$ cat config.mk
export PLATFORM = sky130hd
export DESIGN_NAME = psum_col_accum
export DESIGN_NICKNAME = d
export VERILOG_FILES = /design/src/rtl/psum_col_accum.sv
export SDC_FILE = /design/constraint.sdc
export NUM_CORES = 2
export LEC_CHECK = 0
export ABC_AREA = 0
export BUFFER_PORTS_ARGS = -buffer_cell sky130_fd_sc_hd__buf_2
export CAP_MARGIN = 10
export CORE_ASPECT_RATIO = 0.7
export CORE_MARGIN = 3
export CORE_UTILIZATION = 40
export CTS_CLUSTER_SIZE = 8
export DETAILED_ROUTE_END_ITERATION = 7
export GPL_TIMING_DRIVEN = 0
export PLACE_DENSITY_LB_ADDON = 0.2
export SETUP_SLACK_MARGIN = 0.4
export SLEW_MARGIN = 20
export SYNTH_ARGS = -nofsm -noshare
export SYNTH_HDL_FRONTEND = slang
export SYNTH_SLANG_ARGS = --single-unit
$ cat constraint.sdc
create_clock -name i_clk -period 20.4 [get_ports i_clk]
set_input_delay 0 -clock i_clk [delete_from_list [all_inputs] [get_ports i_clk]]
set_output_delay 0 -clock i_clk [all_outputs]
set_load 0.05 [all_outputs]
$ cat src/rtl/psum_col_accum.sv
// psum_col_accum
// Accumulates partial-product columns from the multiplier array across input
// channels. There is one accumulator bank per kernel-column index. A
// last-channel beat sends the finished, saturated column to a single output
// slot and clears its bank. The slot uses a valid/ready handshake.
module psum_col_accum #(
    parameter int BIT_WIDTH     = 8,
    parameter int NO_COL_KERNEL = 5,
    parameter int ACC_WIDTH     = 24
) (
    input  logic                                 i_clk,
    input  logic                                 i_rst,
    input  logic [2*BIT_WIDTH*NO_COL_KERNEL-1:0] i_psum_col,
    input  logic [2:0]                           i_kercol_idx,
    input  logic                                 i_psum_valid,
    input  logic                                 i_first_ch,
    input  logic                                 i_last_ch,
    output logic                                 o_psum_ready,
    output logic [ACC_WIDTH*NO_COL_KERNEL-1:0]   o_acc_col,
    output logic [2:0]                           o_acc_kercol,
    output logic                                 o_acc_valid,
    input  logic                                 i_acc_ready,
    output logic                                 o_sat_err,
    output logic                                 o_idx_err
);

    // Product width, and the sum width: one guard bit above the accumulator,
    // which is enough to see any overflow of accumulator + product.
    localparam int PW = 2 * BIT_WIDTH;
    localparam int SW = ACC_WIDTH + 1;

    // Clamp a guarded sum back into the signed accumulator range.
    function automatic logic signed [ACC_WIDTH-1:0] sat_acc(input logic signed [SW-1:0] v);
        if (v[SW-1] != v[SW-2]) begin
            if (v[SW-1])
                return {1'b1, {(ACC_WIDTH-1){1'b0}}};
            else
                return {1'b0, {(ACC_WIDTH-1){1'b1}}};
        end
        return v[ACC_WIDTH-1:0];
    endfunction

    // True when the guarded sum does not fit the accumulator range.
    function automatic logic sat_hit(input logic signed [SW-1:0] v);
        return v[SW-1] != v[SW-2];
    endfunction

    logic signed [ACC_WIDTH-1:0]         bank     [NO_COL_KERNEL][NO_COL_KERNEL];
    logic signed [ACC_WIDTH-1:0]         sel_bank [NO_COL_KERNEL];
    logic signed [ACC_WIDTH-1:0]         sum_p0   [NO_COL_KERNEL];
    logic [ACC_WIDTH*NO_COL_KERNEL-1:0]  sum_flat_p0;
    logic signed [PW-1:0]                prod;
    logic signed [ACC_WIDTH-1:0]         base;
    logic signed [SW-1:0]                wide;
    logic                                lane_sat_p0;

    logic                                idx_ok;
    logic                                accept;
    logic                                beat_ok;

    logic [ACC_WIDTH*NO_COL_KERNEL-1:0]  acc_col_p1;
    logic [2:0]                          acc_kercol_p1;
    logic                                vld_p1;
    logic                                sat_err;
    logic                                idx_err;

    // Handshake and index qualification. The input stalls only while a result
    // sits in the slot and downstream is not taking it.
    always_comb begin
        o_psum_ready = !vld_p1 || i_acc_ready;
        idx_ok       = 32'(i_kercol_idx) < NO_COL_KERNEL;
        accept       = i_psum_valid && o_psum_ready;
        beat_ok      = accept && idx_ok;
    end

    // Read the addressed bank. An out-of-range index reads zeros, and that
    // beat is discarded anyway.
    always_comb begin
        sel_bank = '{default: '0};
        for (int b = 0; b < NO_COL_KERNEL; b++) begin
            if (32'(i_kercol_idx) == b)
                sel_bank = bank[b];
        end
    end

    // Per-lane sum. A first-channel beat loads the bank instead of adding to it.
    always_comb begin
        sum_p0      = '{default: '0};
        sum_flat_p0 = '0;
        lane_sat_p0 = 1'b0;
        prod        = '0;
        base        = '0;
        wide        = '0;
        for (int j = 0; j < NO_COL_KERNEL; j++) begin
            prod = i_psum_col[j*PW +: PW];
            base = i_first_ch ? '0 : sel_bank[j];
            wide = {{(SW-PW){prod[PW-1]}}, prod} + {base[ACC_WIDTH-1], base};
            sum_p0[j] = sat_acc(wide);
            sum_flat_p0[j*ACC_WIDTH +: ACC_WIDTH] = sum_p0[j];
            lane_sat_p0 = lane_sat_p0 | sat_hit(wide);
        end
    end

    // ---- stage p0 -> bank state ----
    // Update the addressed bank. A last-channel beat clears it and passes the sum on.
    always_ff @(posedge i_clk or posedge i_rst) begin
        if (i_rst) begin
            for (int b = 0; b < NO_COL_KERNEL; b++)
                for (int j = 0; j < NO_COL_KERNEL; j++)
                    bank[b][j] <= '0;
        end else if (beat_ok) begin
            for (int b = 0; b < NO_COL_KERNEL; b++) begin
                if (32'(i_kercol_idx) == b) begin
                    for (int j = 0; j < NO_COL_KERNEL; j++)
                        bank[b][j] <= i_last_ch ? '0 : sum_p0[j];
                end
            end
        end
    end

    // ---- stage p0 -> p1 output slot ----
    // Load the finished column. A new result can replace a draining one on the
    // same edge, so back-to-back results leave no bubble.
    always_ff @(posedge i_clk or posedge i_rst) begin
        if (i_rst) begin
            vld_p1        <= 1'b0;
            acc_col_p1    <= '0;
            acc_kercol_p1 <= '0;
        end else if (beat_ok && i_last_ch) begin
            vld_p1        <= 1'b1;
            acc_col_p1    <= sum_flat_p0;
            acc_kercol_p1 <= i_kercol_idx;
        end else if (i_acc_ready) begin
            vld_p1        <= 1'b0;
        end
    end

    // Sticky error flags. Only reset clears them.
    always_ff @(posedge i_clk or posedge i_rst) begin
        if (i_rst) begin
            sat_err <= 1'b0;
            idx_err <= 1'b0;
        end else begin
            sat_err <= sat_err | (beat_ok & lane_sat_p0);
            idx_err <= idx_err | (accept & !idx_ok);
        end
    end

    assign o_acc_col    = acc_col_p1;
    assign o_acc_kercol = acc_kercol_p1;
    assign o_acc_valid  = vld_p1;
    assign o_sat_err    = sat_err;
    assign o_idx_err    = idx_err;

endmodule

==> flow_summary.ini <==
[floorplanning]
fp.dieW_microns = 372
die-area_sq_um = 97700
die_h_microns = 262
io_pins = 216
core_area_sq_um = 92500
row_count = 93
start_util_pct = 40.6

[timing]
hold_viol = 0
finalSetupTns_ns = 0
fmax_ghz = 0.146
skew_ns = 0.0321
slew_headroom_pct = 19.0
finalSetupViolCount = 0
post-route-min-period_ns = 6.84
drv_slew = 0
rsz0062_at_grt = no
tightest_slew_ns = 1.22
setup_slack_ns = 13.56
fin_crit_sh_pct = 33.5

[critical_path]
r2r_slack_ns = 15.04
critPathLaunch = i_kercol_idx[0]
cpPeakStageDelay_ns = 0.66
crit_end = bank[261]$_DFFE_PP0P_
critical_path_peak_fanout = 10
cp_data_required_time_ns = 20.92
worstPathCellList = clkbuf_2, clkbuf_1, clkbuf_2, clkbuf_1, clkbuf_1, a2111oi_0, a21oi_1, nor2_1, ha_1, fa_1, a21o_1, a221oi_1, o21ai_1, a31oi_1, o21ai_1, nor2_1, mux2i_1, buf_2, a21oi_1, o21ai_0
path_class = in2reg
critPathLaunchType = primary input
r2r_cells = 15
end_kind = flip-flop
timing.rr.end = bank[261]$_DFFE_PP0P_
cpMostUsedCell = clkbuf_1
critical_path.slowest_cell = a21oi_1
timing.rr.start = bank[364]$_DFFE_PP0P_
cp.arrival_ns = 7.36

[synthesis]
synth.area.mux_share_pct = 7.72
synth_area_sq_um = 37600
yosys.area_share.simple_pct = 10.2
synth_largest_area_cell = dfrtp_1
synth_xor_area_share_pct = 2.05
synth_cells = 3488
syn_nets = 3702
ys_seq_area_share_pct = 48.3
async_flop_share_pct = 100
synthFlopType = dfrtp_1
yosysWarningCount = 0
synth_edf_count = 0
ys_seq_elements = 726
yosysUniqueCellTypes = 75
synth-compound-area-share_pct = 24.1
synth_top_cells_by_area = dfrtp_1, a22o_1, mux4_2
synth_fa_ha_area_share_pct = 4.45
synth_area_per_cell_sq_um = 10.8
synth_top_family_by_area = compound AO/OA/AOI/OAI gates
post-synth-top-area-fraction_pct = 48.3

[final_layout]
n_fill_cell = 8612
layout_common_cells = dfrtp_1, a22o_1, nand2_1, nor2_1, a21oi_1
nNetsFinal = 4050
drive_above_1_share_pct = 14.7
syn2layout_area_growth_pct = 15.7
final_common_cell = dfrtp_1
multi_input_area_sq_um = 18200
seq_area_sq_um = 18200

[power]
p_sw_share_pct = 34.5
seq_power_share_pct = 40.5
leakagePower_nw = 20.1
internal-power_mw = 3.13
peakVddDrop_mv = 0.0719
p_sw_mw = 1.65
comb_power_share_pct = 28.0
power.density_nw_per_um2 = 110
pwr-share-clk_pct = 31.5

[clock_network]
cts_buffers = 100
cts.repair.resized = 0
h-tree-depth = 3
path_clk_slew_ns = 0.05
cts.path.max_buffers = 3
postCtsSetupBuffers = 0
cts_tree = built
cts_hold_buf = 7
clk_latency_ns = 0.70
ctsRootBufferMaster = clkbuf_16
clock-sinks = 726

[job]
drv_cap = 0

[routing]
viasPerCell = 6.07
antenna_left = 0
remaining_drc_errors = 0
drt-pass1-iter-count = 8
via_count = 30800
wire_per_inst_microns = 25.6
drt_iter0_markers = 3280
drt-total-wl_microns = 130000

[global_routing]
grt_pass1_vias = 30300
overflow = 0
grt.total_usage_pct = 26.4
grt_pass1_wl_microns = 197000
grt_max_degree = 34
antenna_found_initial = 4

[hold_path]
hold_depth = 4
hp-start = i_psum_col[0]
hold_class = in2reg

[placement]
hpwlAfterDp_microns = 92600
gp_congestion = 0.908
dp_slack_ns = 12.72
numPortBuffers = 211

[outcome]
status = completed
## cells in the mapped netlist, types with 4 or more instances
library cell / count
xor2_1: 46
a211oi_1: 19
o21a_1: 23
ha_1: 120
o31a_1: 5
dfrtp_1: 726
nand3b_1: 5
clkbuf_1: 211
nand3_1: 29
buf_1: 14
mux2i_1: 25
mux4_2: 102
buf_6: 9
nand4_1: 11
nor2_1: 257
a31oi_1: 20
a21o_1: 64
and2_4: 4
a21oi_1: 244
nand2_1: 285
xnor2_1: 42
buf_2: 20
nor2b_1: 115
maj3_1: 7
nor3_1: 8
o21ai_1: 24
a2111o_1: 5
and3_1: 16
fa_1: 5
o211ai_1: 17
o21bai_1: 19
nand2b_1: 51
mux2_2: 30
or2_2: 17
o31ai_1: 32
o21ai_0: 209
a2111oi_0: 19
a22o_1: 521
and2_1: 7
or3_1: 9
inv_1: 36
## logic make-up after synthesis
logic type | count (synthesis)
AOI/OAI and AO/OA | 1264
and+or+nand+nor | 829
DFF | 726
buffers and inverters | 291
muxes | 158
adders and majority gates | 132
xor gates and xnor gates | 88
## area by class of cell
class / instances / area share [%]
repair buffers: 246 / 3.89
clock inverters: 4 / 0.132
multi-input cells: 2471 / 41.9
clock buffers: 104 / 5.89
diodes: 1 / 0.00576
flip-flops and latches: 726 / 41.8
inverters: 36 / 0.320
well taps: 1235 / 3.56
plain buffers: 255 / 2.46
## critical path, delay by kind of cell
kind                     cells  cell delay, ns
buffers and inverters        6            3.11
AO/OA/AOI/OAI                9            2.92
adder cells (fa/ha/maj)      2            0.74
AND/OR/NAND/NOR              2            0.30
multiplexers                 1            0.25
## registers in the layout, indices dropped and copies added, names as in the netlist
name and cells:
o_acc_kercol 3, o_sat_err 1, o_acc_col 120, o_idx_err 1, bank 600, o_acc_valid 1
## metal layers
layer  up-vias  part of all wire, %  global-route usage, %  wire, microns
li1      13600                    -                      -              -
met1     15700                   47                   40.5          61200
met5         -                0.010                      0             13
met4         2                  3.2                   8.07           4110
met2      1246                   41                   35.8          52800
met3       218                  9.0                   7.26          11700
## worst min path at each step
stage | endpoint | slack (ns)
floorplan | o_idx_err$_DFF_PP0_ | 0.17
global placement | o_idx_err$_DFF_PP0_ | 0.38
detailed placement | o_acc_col[37]$_DFFE_PP0P_ | 0.07
CTS | bank[576]$_DFFE_PP0P_ | 0.0008
global route | bank[216]$_DFFE_PP0P_ | 0.06
finish | bank[216]$_DFFE_PP0P_ | 0.02
## through the flow
step                cell area, sq um  hold WS (ns)  instances  power, mW  util (%)
detailed placement             40700        0.0694       4960       3.28      44.0
CTS                            43400      0.000815       5075       4.80      46.9
finish                         43500        0.0172       5078       4.78      47.0
global route                   43500        0.0563       5077       5.01      47.0
global placement               40200         0.384       4934       3.26      43.4
floorplan                      37600         0.170       3488       2.89         -
## power by group through the flow
stage	clock network (mW)	registers (mW)	logic [mW]
after floorplan	0	2.17	0.729
final	1.51	1.94	1.34
after global routing	1.58	1.97	1.45
after detailed placement	0	1.95	1.33
after CTS	1.52	1.93	1.34
after global placement	0	1.96	1.30
Power figures use the tool's default switching activity.
